[src/rtl/framebuffer_scanout_if.sv]
// framebuffer_scanout_if: framebuffer read port and video timing outputs
// of the scanout engine. master = scanout side, slave = memory/display side.
interface framebuffer_scanout_if;
   logic [31:0] anOutPixelAddr;
   logic        anOutPixelRead;
   logic [2:0]  aPixelData;
   logic        anOutHSync;
   logic        anOutVSync;
   logic        anOutDataEnable;
   logic [2:0]  anOutColor;

   modport master (
      output anOutPixelAddr, anOutPixelRead,
      output anOutHSync, anOutVSync, anOutDataEnable, anOutColor,
      input  aPixelData
   );

   modport slave (
      input  anOutPixelAddr, anOutPixelRead,
      input  anOutHSync, anOutVSync, anOutDataEnable, anOutColor,
      output aPixelData
   );
endinterface

[src/rtl/framebuffer_scanout.sv]
// framebuffer_scanout: double-buffered raster scanout. Walks an x/y raster,
// reads one pixel per visible cycle from the front buffer, emits syncs,
// data enable and colour two cycles after each raster position, and swaps
// front/back buffers at the start of vertical blanking when the renderer
// reports a finished frame.
// Optional feature: define SCANOUT_TEST_PATTERN_EN to add the aTestPattern
// input, which replaces memory colour with x[7:5] and suppresses reads.
module framebuffer_scanout #(
   parameter int unsigned H_ACTIVE      = 320,
   parameter int unsigned H_FRONT       = 8,
   parameter int unsigned H_SYNC        = 32,
   parameter int unsigned H_BACK        = 40,
   parameter int unsigned V_ACTIVE      = 240,
   parameter int unsigned V_FRONT       = 3,
   parameter int unsigned V_SYNC        = 4,
   parameter int unsigned V_BACK        = 15,
   parameter logic [31:0] BUFFER_STRIDE = 32'd76800
) (
   input  logic aClock,
   input  logic aReset,
   input  logic anEnable,
   input  logic aFrameDone,
`ifdef SCANOUT_TEST_PATTERN_EN
   input  logic aTestPattern,
`endif
   output logic anOutFrameFlipped,
   output logic anOutBackBuffer,
   framebuffer_scanout_if.master aBus
);

   localparam int unsigned H_TOTAL  = H_ACTIVE + H_FRONT + H_SYNC + H_BACK;
   localparam int unsigned V_TOTAL  = V_ACTIVE + V_FRONT + V_SYNC + V_BACK;
   localparam int unsigned XW       = $clog2(H_TOTAL + 1);
   localparam int unsigned YW       = $clog2(V_TOTAL + 1);
   localparam int unsigned HS_START = H_ACTIVE + H_FRONT;
   localparam int unsigned HS_END   = HS_START + H_SYNC;
   localparam int unsigned VS_START = V_ACTIVE + V_FRONT;
   localparam int unsigned VS_END   = VS_START + V_SYNC;

   typedef enum logic {IDLE, SCAN} scanState_e;

   scanState_e    state, stateNext;
   logic [XW-1:0] x, xNext;
   logic [YW-1:0] y, yNext;
   logic          flipNow;
   logic          front, frontNext;
   logic          readNext;

   logic          pixelRead;
   logic [31:0]   pixelAddr;
   logic          backBuffer;
   logic          frameFlipped;

   logic          s1Visible, s1HSync, s1VSync;
   logic          hSync, vSync, dataEnable;
   logic [2:0]    color;
`ifdef SCANOUT_TEST_PATTERN_EN
   logic          s1Pattern;
   logic [2:0]    s1PatColor;
`endif

   // The back buffer register is the single copy of the buffer index
   assign front     = ~backBuffer;
   assign frontNext = front ^ flipNow;

   // Next raster position, IDLE/SCAN transition and flip decision
   always_comb begin
      stateNext = state;
      xNext     = x;
      yNext     = y;
      flipNow   = 1'b0;
      case (state)
         IDLE: begin
            if (anEnable) stateNext = SCAN;
         end
         SCAN: begin
            flipNow = (x == '0) && (y == YW'(V_ACTIVE)) && aFrameDone;
            if (x == XW'(H_TOTAL - 1)) begin
               xNext = '0;
               if (y == YW'(V_TOTAL - 1)) begin
                  yNext = '0;
                  if (!anEnable) stateNext = IDLE;
               end else begin
                  yNext = y + YW'(1);
               end
            end else begin
               xNext = x + XW'(1);
            end
         end
         default: stateNext = IDLE;
      endcase
   end

   // Read request for the position the counters move to next
   always_comb begin
      readNext = (stateNext == SCAN) && (xNext < XW'(H_ACTIVE)) && (yNext < YW'(V_ACTIVE));
`ifdef SCANOUT_TEST_PATTERN_EN
      if (aTestPattern) readNext = 1'b0;
`endif
   end

   // FSM state and raster counters
   always_ff @(posedge aClock or negedge aReset) begin
      if (!aReset) begin
         state <= IDLE;
         x     <= '0;
         y     <= '0;
      end else begin
         state <= stateNext;
         x     <= xNext;
         y     <= yNext;
      end
   end

   // Read strobe aligned with the raster position; address holds in blanking
   always_ff @(posedge aClock or negedge aReset) begin
      if (!aReset) begin
         pixelRead <= 1'b0;
         pixelAddr <= '0;
      end else begin
         pixelRead <= readNext;
         if (readNext) begin
            pixelAddr <= 32'(xNext) + 32'(yNext) * 32'(H_ACTIVE)
                       + (frontNext ? BUFFER_STRIDE : 32'd0);
         end
      end
   end

   // Buffer swap and its one-cycle notification
   always_ff @(posedge aClock or negedge aReset) begin
      if (!aReset) begin
         backBuffer   <= 1'b1;
         frameFlipped <= 1'b0;
      end else begin
         backBuffer   <= backBuffer ^ flipNow;
         frameFlipped <= flipNow;
      end
   end

   // First video stage: timing decoded from the current raster position
   always_ff @(posedge aClock or negedge aReset) begin
      if (!aReset) begin
         s1Visible  <= 1'b0;
         s1HSync    <= 1'b1;
         s1VSync    <= 1'b1;
`ifdef SCANOUT_TEST_PATTERN_EN
         s1Pattern  <= 1'b0;
         s1PatColor <= '0;
`endif
      end else if (state == SCAN) begin
         s1Visible  <= (x < XW'(H_ACTIVE)) && (y < YW'(V_ACTIVE));
         s1HSync    <= !((x >= XW'(HS_START)) && (x < XW'(HS_END)));
         s1VSync    <= !((y >= YW'(VS_START)) && (y < YW'(VS_END)));
`ifdef SCANOUT_TEST_PATTERN_EN
         // A visible position without a read strobe was a pattern pixel
         s1Pattern  <= !pixelRead;
         s1PatColor <= 3'(x >> 5);
`endif
      end else begin
         s1Visible  <= 1'b0;
         s1HSync    <= 1'b1;
         s1VSync    <= 1'b1;
`ifdef SCANOUT_TEST_PATTERN_EN
         s1Pattern  <= 1'b0;
         s1PatColor <= '0;
`endif
      end
   end

   // Second video stage: outputs, colour taken from the returning read data
   always_ff @(posedge aClock or negedge aReset) begin
      if (!aReset) begin
         hSync      <= 1'b1;
         vSync      <= 1'b1;
         dataEnable <= 1'b0;
         color      <= '0;
      end else begin
         hSync      <= s1HSync;
         vSync      <= s1VSync;
         dataEnable <= s1Visible;
         if (!s1Visible) begin
            color <= '0;
`ifdef SCANOUT_TEST_PATTERN_EN
         end else if (s1Pattern) begin
            color <= s1PatColor;
`endif
         end else begin
            color <= aBus.aPixelData;
         end
      end
   end

   assign anOutFrameFlipped    = frameFlipped;
   assign anOutBackBuffer      = backBuffer;
   assign aBus.anOutPixelRead  = pixelRead;
   assign aBus.anOutPixelAddr  = pixelAddr;
   assign aBus.anOutHSync      = hSync;
   assign aBus.anOutVSync      = vSync;
   assign aBus.anOutDataEnable = dataEnable;
   assign aBus.anOutColor      = color;

endmodule

[src/flat_wrapper.sv]
// flat-port wrapper written by rule: the top's interface ports become plain ports
module framebuffer_scanout_flat 
#(
   parameter int unsigned H_ACTIVE      = 320,
   parameter int unsigned H_FRONT       = 8,
   parameter int unsigned H_SYNC        = 32,
   parameter int unsigned H_BACK        = 40,
   parameter int unsigned V_ACTIVE      = 240,
   parameter int unsigned V_FRONT       = 3,
   parameter int unsigned V_SYNC        = 4,
   parameter int unsigned V_BACK        = 15,
   parameter logic [31:0] BUFFER_STRIDE = 32'd76800
)
  (aClock, aReset, anEnable, aFrameDone, anOutFrameFlipped, anOutBackBuffer, aBus_anOutPixelAddr, aBus_anOutPixelRead, aBus_anOutHSync, aBus_anOutVSync, aBus_anOutDataEnable, aBus_anOutColor, aBus_aPixelData);
  framebuffer_scanout_if aBus_i ();
  input  logic aClock;
  input  logic aReset;
  input  logic anEnable;
  input  logic aFrameDone;
  output logic anOutFrameFlipped;
  output logic anOutBackBuffer;
  output wire logic [$bits(aBus_i.anOutPixelAddr)-1:0] aBus_anOutPixelAddr;
  output wire logic [$bits(aBus_i.anOutPixelRead)-1:0] aBus_anOutPixelRead;
  output wire logic [$bits(aBus_i.anOutHSync)-1:0] aBus_anOutHSync;
  output wire logic [$bits(aBus_i.anOutVSync)-1:0] aBus_anOutVSync;
  output wire logic [$bits(aBus_i.anOutDataEnable)-1:0] aBus_anOutDataEnable;
  output wire logic [$bits(aBus_i.anOutColor)-1:0] aBus_anOutColor;
  input wire logic [$bits(aBus_i.aPixelData)-1:0] aBus_aPixelData;
  assign aBus_anOutPixelAddr = aBus_i.anOutPixelAddr;
  assign aBus_anOutPixelRead = aBus_i.anOutPixelRead;
  assign aBus_anOutHSync = aBus_i.anOutHSync;
  assign aBus_anOutVSync = aBus_i.anOutVSync;
  assign aBus_anOutDataEnable = aBus_i.anOutDataEnable;
  assign aBus_anOutColor = aBus_i.anOutColor;
  assign aBus_i.aPixelData = aBus_aPixelData;
  framebuffer_scanout #(.H_ACTIVE(H_ACTIVE), .H_FRONT(H_FRONT), .H_SYNC(H_SYNC), .H_BACK(H_BACK), .V_ACTIVE(V_ACTIVE), .V_FRONT(V_FRONT), .V_SYNC(V_SYNC), .V_BACK(V_BACK), .BUFFER_STRIDE(BUFFER_STRIDE)) u_core (.aClock(aClock), .aReset(aReset), .anEnable(anEnable), .aFrameDone(aFrameDone), .anOutFrameFlipped(anOutFrameFlipped), .anOutBackBuffer(anOutBackBuffer), .aBus(aBus_i));
endmodule
[config.mk]
export PLATFORM = sky130hd
export DESIGN_NAME = framebuffer_scanout_flat
export DESIGN_NICKNAME = d
export VERILOG_FILES = /design/src/rtl/framebuffer_scanout_if.sv /design/src/rtl/framebuffer_scanout.sv /design/src/flat_wrapper.sv
export SDC_FILE = /design/constraint.sdc
export NUM_CORES = 1
export LEC_CHECK = 0
export BUFFER_PORTS_ARGS = -buffer_cell sky130_fd_sc_hd__buf_2
export CORE_ASPECT_RATIO = 1.25
export CORE_UTILIZATION = 55
export DETAILED_ROUTE_END_ITERATION = 12
export PLACE_DENSITY = 0.77
export SLEW_MARGIN = 5
export SYNTH_ARGS = -nofsm -noshare
export SYNTH_HDL_FRONTEND = slang
export SYNTH_SLANG_ARGS = --single-unit
[constraint.sdc]
create_clock -name aClock -period 10.7 [get_ports aClock]
set_input_delay 2.14 -clock aClock [delete_from_list [all_inputs] [get_ports aClock]]
set_output_delay 2.14 -clock aClock [all_outputs]
set_load 0.005 [all_outputs]
==> parameters.txt, run 1 <==
Parameter                              Value

Synthesis
  Leading cell type by number of instances after synthesis    dfrtp_1
  Number of flops mapped to enable cells by yosys    0
  Number of instances in the synthesized netlist    306
  Count of different cell masters after synthesis    54
  Fraction of synthesized cell area taken by the top area cell type    a little over a third
  Avg Cell Area, Syn    10.8 sq um
  Number of warnings reported in the yosys synthesis log    0
  Sequential cell area fraction in the yosys report    38.7%
  Number of register bits inferred by synthesis    51
  Top post-synthesis cells by area    dfrtp_1 35%, ha_1 9.8%, mux2_4 7.3%
  Area of the mapped netlist    3310 sq um
  Flip-flop cell with the highest count after synthesis    dfrtp_1
  Post-synthesis cell type with the largest combined area    dfrtp_1
  Proportion of register bits with asynchronous set or reset after synthesis    100%
  Most numerous cell types in the synthesized netlist    46 x dfrtp_1, 28 x nand2_1, 26 x ha_1

Clocking
  TritonCTS clock tree    done
  Hold-fix buffers, CTS    0
  Number of buffers created by CTS    5
  Buffers from clock root to sink, at most    2
  Insertion delay of the later-clocked pin in the worst-skew pair    a little over 300 ps
  Post-CTS setup buffers    0
  Clock tree root driver cell    clkbuf_8
  Register clock-pin slew on the reported worst setup and hold paths    100 ps
  H-tree depth    2
  Sink Count    51
  Post-cts sizing count    0

Finish
  # nets final    about 380
  Number of non-filler instances in the completed layout    406
  Final cell utilization of the core    61.2%
  FILL cells    465
  Inserted Diodes    0
  Area overhead of the layout relative to synthesis    7.52%
  Layout cell share with drive strength beyond 1    22.4%

Detailed routing
  Number of nets still failing antenna checks after routing    0
  Iteration-0 DRC Markers    128
  Average wire per standard cell    14.8 microns
  DR vias/cell    5.71
  Total vias in the final route    ~2300
  Number of optimization iterations in the first detailed-route pass    8
  DRC    3
  Sum of routed wire length over all layers    6.02 mm

Setup path
  Flop2flop setup slack    5600 ps
  Nature of the critical path startpoint    register
  Worst flop-to-flop path endpoint    u_core.aBus.anOutPixelAddr[17]
  Critical Setup Path Class    reg -> reg
  Startpoint of the worst-slack reg-to-reg timing path    u_core.x[0]
  Crit path capture type    register
  Start point of the critical path    u_core.x[0]
  Required time of the worst setup path    roughly 11000 ps
  Largest fanout of any net on the critical path    9
  Register-to-Register Path Depth    18
  Data arrival at the endpoint of the critical path    5300 ps

Worst hold path
  Min-Delay Path Depth    0
  Hold path endpoint    u_core.aBus.anOutVSync
  Startpoint of the most critical hold path    u_core.s1VSync
  Hold crit path type    reg -> reg

Timing
  Max Clock Skew    a little under 8 ps
  Final max-slew violation count    0
  Sum of negative setup slack    0 ps
  Shortest period the worst path allows    5100 ps
  Total setup violations reported at the end of the flow    0
  Hold Violations, Final    0
  Slew HR    27.6%
  Worst-case setup margin in the final layout    5600 ps
  Maximum clock frequency    196 MHz
  Final period util    47.6%
  Setup repair after global routing missed its margin    no
  Actual transition at the worst max-transition pin    between 1000 and 1500 ps

Power and ir drop
  Power spent charging and discharging nets    70.9 uW
  Total power per unit cell area    89.5 nW/um^2
  Power share of the clock group    between 30% and 40%
  Cell internal pwr    248 uW
  Switching portion of total power    22.3%
  Fraction of power consumed by sequential logic    60.7%
  Worst vdd ir    56.4 uV
  Combinational fraction of design power    2.1%
  Leakage power summed over all cells    0.00179 uW
  Total power    318 uW

Global route
  Total overflow reported by the global router    0
  Number of global-route vias before repair    about 2300
  Tot GR Track Use    20.5%
  Largest net degree at the start of global routing    52
  Wire length of the first global-routing pass    10.2 mm
  Number of antenna violations at the first check in global routing    0

Placement
  Post-placement cell count    398
  Final estimated routing congestion in global placement    0.891
  Port Buf Inserts    35
  DPL Wire Length    approximately 4.7 mm
  Pre-CTS setup slack    between 5000 and 6000 ps

Die
  Die Footprint    between 6000 and 7000 sq um
  Ports placed on the boundary    48
  Chip height    roughly 89 microns
  Starting density of the core    56.9%
  Floorplan row count    31
  Width of the chip    71.4 microns
  Core outline area    5820 sq um

Job
  Maximum Capacitance Violations    0

Outcome
  Run status    complete, but fails checks
  Violated checks    DRC
## cell type report
class	instances	area, sq um	area share (%)
clock buffers	6	82.6	2.32
well taps	66	82.6	2.32
clock inverters	2	16.3	0.457
inverters	12	45.0	1.27
multi-input cells	233	1870	52.5
flip-flops and latches	51	1280	36.0
repair buffers	36	183	5.13
## layout by cell type (no fill, tap or decap), types with 3 or more instances in the layout
cell,instances
o21ai_0,17
nor3_1,4
a21o_1,3
nand3_1,8
nand2_1,28
a21oi_1,4
mux2i_1,5
xor2_1,6
conb_1,12
nor2_1,10
nor2b_1,5
clkbuf_8,6
o21bai_1,3
nand4_1,8
xnor2_1,24
dfrtp_1,46
fa_1,3
and2_1,4
mux2_4,16
inv_1,12
and3_1,8
dfstp_2,5
nand2b_1,3
ha_1,26
a211oi_1,3
buf_2,35
## power groups by stage
stage	Clock (uW)	Sequential, uW	Combinational [uW]
3_3_place_gp	0	197	6.73
2_1_floorplan	0	197	4.53
6_report	119	193	6.55
3_5_place_dp	0	197	6.82
5_1_grt	126	193	8.10
4_1_cts	120	193	6.84
## metal layers
layer / wire length (microns) / track usage [%] / vias to the layer above
met2: 3200 / 38.3 / 49
met1: 2550 / 23.8 / 1139
met5: 0 / 0 / -
li1: - / - / 1121
met4: 103 / 8.91 / 0
met3: 169 / 2.28 / 8
## worst max path at each step
stage	to	slack (ps)	cells past startpoint
after global routing	u_core.aBus.anOutPixelAddr[17]	5230	18
after floorplan	u_core.aBus.anOutPixelAddr[17]	6150	19
after detailed placement	u_core.aBus.anOutPixelAddr[17]	5680	18
final	u_core.aBus.anOutPixelAddr[17]	5600	18
after global placement	u_core.aBus.anOutPixelAddr[17]	5920	18
after CTS	u_core.aBus.anOutPixelAddr[17]	5640	18
## logic make-up after synthesis
logic type	Yosys count	share of synthesized area, %
fa+ha+maj	29	11.6
xor+xnor	31	8.62
buf+inv	33	6.08
mux	22	9.11
flops	51	38.7
other cells	1	0.113
compound gates	42	8.65
simple gates	97	17.0
## worst max-delay path, cell delays in order, from the launching register on
cell,delay [ps]
dfrtp_1,430
ha_1,250
and4_4,210
and3_1,280
o21ai_0,580
ha_1,370
ha_1,230
fa_1,400
a211oi_1,320
o21bai_1,190
xnor2_1,210
nand3_1,170
nand3b_1,200
xnor2_1,190
xnor2_1,100
ha_1,330
a41o_1,190
mux2i_1,70
mux2_4,250
## state kept, by name (all words and copies together), names as in the netlist
register and flops:
u_core.aBus.anOutPixelAddr 20, u_core.s1Visible 1, u_core.anOutBackBuffer 1, u_core.aBus.anOutHSync 1
u_core.state 1, u_core.aBus.anOutColor 3, u_core.aBus.anOutDataEnable 1, u_core.aBus.anOutPixelRead 1
u_core.anOutFrameFlipped 1, u_core.x 9, u_core.s1VSync 1, u_core.y 9
u_core.s1HSync 1, u_core.aBus.anOutVSync 1
## metrics by stage
stage | area, sq um | hold WS [ps]
final | 3560 | 361
after global routing | 3560 | 365
after CTS | 3560 | 363
after detailed placement | 3460 | 349
after global placement | 3460 | 346
after floorplan | 3350 | 345
Power figures use the tool's default switching activity.
==> inputs of run 2 (changes only) <==
clock period = 5.3 ns   (was 10.7 ns; I/O delays follow)
==> run 2 against run 1 <==
Effect of this change:
- the run still ends with DRC left
- fmax up 1.5%
- combinational power up 110%
- setup slack worse by 5300 ps
- die area unchanged
- cell area up 1.3%
- clock power up 130%
- clock skew up 2.2 ps
- critical endpoint unchanged
==> parameters.txt, run 2 (synthesis gave the netlist of run 1 again) <==
Parameter                              Value

Outcome
  Run status    complete, but fails checks
  Violated checks    DRC

Timing
  Maximum clock frequency    199 MHz (+1.5%)
  Slew HR    24.2% (-3.4 points)
  Worst-case setup margin in the final layout    281 ps (-5320 ps)
  Final max-slew violation count    0 (unchanged)
  Final period util    94.7% (+47 points)
  Total setup violations reported at the end of the flow    0 (unchanged)
  Hold Violations, Final    0 (unchanged)
  Max Clock Skew    10.1 ps (+2.21 ps)
  Actual transition at the worst max-transition pin    1140 ps (+51.1 ps)
  Shortest period the worst path allows    5020 ps (-77.5 ps)

Power and ir drop
  Worst vdd ir    144 uV (+160%)
  Fraction of power consumed by sequential logic    57.3% (-3.4 points)
  Power share of the clock group    40.8% (+3.6 points)
  Cell internal pwr    535 uW (+120%)
  Switching portion of total power    21.5% (-0.82 points)
  Total power per unit cell area    189 nW/um^2 (+110%)
  Combinational fraction of design power    2.0% (about the same)
  Leakage power summed over all cells    0.00182 uW (+1.3%)
  Power spent charging and discharging nets    146 uW (+110%)

Setup path
  Crit path capture type    register
  Crit path largest cell delay    410 ps (-170 ps)
  Critical Setup Path Class    reg -> reg
  Largest fanout of any net on the critical path    9 (unchanged)
  Nature of the critical path startpoint    register
  CP most frequent cell    ha_1
  Required time of the worst setup path    5500 ps (-5410 ps)
  Startpoint of the worst-slack reg-to-reg timing path    u_core.x[0]
  Data arrival at the endpoint of the critical path    5220 ps (-80 ps)
  Start point of the critical path    u_core.x[0]
  Cell family with the largest share of critical-path delay    adder cells
  Cells along the critical path    ha_1, and4_4, and3_1, nand3_1, o21ai_0, ha_1, ha_1, fa_1, a211oi_1, o21bai_1, a21oi_1, xnor2_1, nand3b_1, xnor2_1, xnor2_1, ha_1, a41o_1, mux2i_1, mux2_4
  Cell type of the slowest stage on the worst timing path    dfrtp_1
  CP Buf/Inv Count    0 (unchanged)

Placement
  DPL Wire Length    4.63 mm (-0.91%)
  Port Buf Inserts    35 (unchanged)
  Post-placement cell count    399 (+0.25%)
  Pre-CTS setup slack    343 ps (-5340 ps)
  Final estimated routing congestion in global placement    0.845 (-5.1%)

Clocking
  Clock tree root driver cell    clkbuf_8
  Register clock-pin slew on the reported worst setup and hold paths    100 ps (about the same)
  Insertion delay of the later-clocked pin in the worst-skew pair    310 ps (about the same)
  Buffers from clock root to sink, at most    2 (unchanged)
  Post-cts sizing count    0 (unchanged)
  TritonCTS clock tree    done
  Number of buffers created by CTS    5 (unchanged)
  H-tree depth    2 (unchanged)
  Sink Count    51 (unchanged)

Detailed routing
  Metal2 WL    3.08 mm (-3.6%)
  Sum of routed wire length over all layers    6.04 mm (+0.23%)
  DRC    3 (unchanged)
  DR vias/cell    5.60 (-2.0%)
  Number of optimization iterations in the first detailed-route pass    8 (unchanged)
  Sum of routed wire segments on met1    2.67 mm (+4.7%)
  Average wire per standard cell    14.7 microns (-0.75%)
  Total vias in the final route    2294 (-0.99%)
  Number of nets still failing antenna checks after routing    0 (unchanged)
  Iteration-0 DRC Markers    120 (-6.3%)
  WL met3    179 microns (+5.9%)
  Highest routed metal layer    met4

Die
  Width of the chip    71.4 microns (unchanged)
  Ports placed on the boundary    48 (unchanged)
  Floorplan row count    31 (unchanged)
  Starting density of the core    56.9% (unchanged)
  Die Footprint    6340 sq um (unchanged)
  Chip height    88.7 microns (unchanged)
  Core outline area    5820 sq um (unchanged)

Finish
  Most frequent cells in the layout    46 x dfrtp_1, 35 x buf_2, 28 x nand2_1
  Inserted Diodes    0 (unchanged)
  Number of non-filler instances in the completed layout    410 (+0.99%)
  Layout cell share with drive strength beyond 1    23.3% (+0.90 points)
  # nets final    379 (+1.1%)
  Leading cell type in the layout, fill and taps excluded    dfrtp_1
  Area overhead of the layout relative to synthesis    8.92%
  Largest register FFs    20 (unchanged)

Global route
  Total overflow reported by the global router    0 (unchanged)
  Largest net degree at the start of global routing    52 (unchanged)
  Tot GR Track Use    20.3% (-0.24 points)
  Number of antenna violations at the first check in global routing    0 (unchanged)
  Number of global-route vias before repair    2104 (-7.2%)
  Wire length of the first global-routing pass    9.93 mm (-2.8%)

Worst hold path
  Hold crit path type    reg -> reg
  Startpoint of the most critical hold path    u_core.s1VSync

Job
  Maximum Capacitance Violations    0 (unchanged)
[run 2: changes by cell type in the layout (fill, tap and decap cells not counted)]
cell and delta:
clkbuf_8 -1, bufinv_16 +1, clkinv_4 -1, inv_6 +1, buf_4 +4
[run 2: metrics by stage]
step | setup TNS (ps) | utilization, % | area, sq um | hold WS [ps] | power [uW]
floorplan | 0 | - | 3350 | 345 | 407
global placement | 0 | 59.6 | 3470 | 346 | 412
detailed placement | 0 | 59.6 | 3470 | 348 | 412
CTS | 0 | 61.6 | 3580 | 362 | 688
global route | -8.15 | 62.0 | 3610 | 364 | 706
finish | 0 | 62.0 | 3610 | 360 | 682
[run 2: repair_timing]
| item | CTS | global route |
|---|---|---|
| setup buffers | 0 | 3 |
| endpoints found under the setup margin | 0 | 1 |
| hold buffers | 0 | 0 |
[run 2: final timing paths]
path                       depth (start not counted)                              to  slack [ps]
setup / recovery                                  19  u_core.aBus.anOutPixelAddr[17]         280
hold / removal                                     0          u_core.aBus.anOutVSync         360
setup reg to reg                                  19  u_core.aBus.anOutPixelAddr[17]         280
hold reg to reg                                    0          u_core.aBus.anOutVSync         360
max in group asynchronous                          1                     u_core.x[7]        3650
min in group asynchronous                          1                     u_core.x[8]         970
[run 2: layout make-up]
cell class | count | area, sq um
multi-input combinational | 233 | 1870
timing repair buffer | 40 | 213
inverter | 12 | 45.0
clock buffer | 5 | 68.8
fill | 461 | 2210
clock inverter | 3 | 46.3
sequential | 51 | 1280
tap | 66 | 82.6
[run 2: power by group through the flow]
stage	clock network, uW	registers (uW)	logic, uW
5_1_grt	299	391	16.3
2_1_floorplan	0	398	9.15
3_3_place_gp	0	398	13.6
4_1_cts	284	390	13.8
3_5_place_dp	0	398	13.8
6_report	278	390	13.5
[run 2: routing by layer]
metal | global-route usage (%) | vias to the layer above
li1 | - | 1135
met1 | 23.8 | 1097
met2 | 36.8 | 52
met3 | 3.53 | 10
met4 | 8.18 | 0
met5 | 0 | -
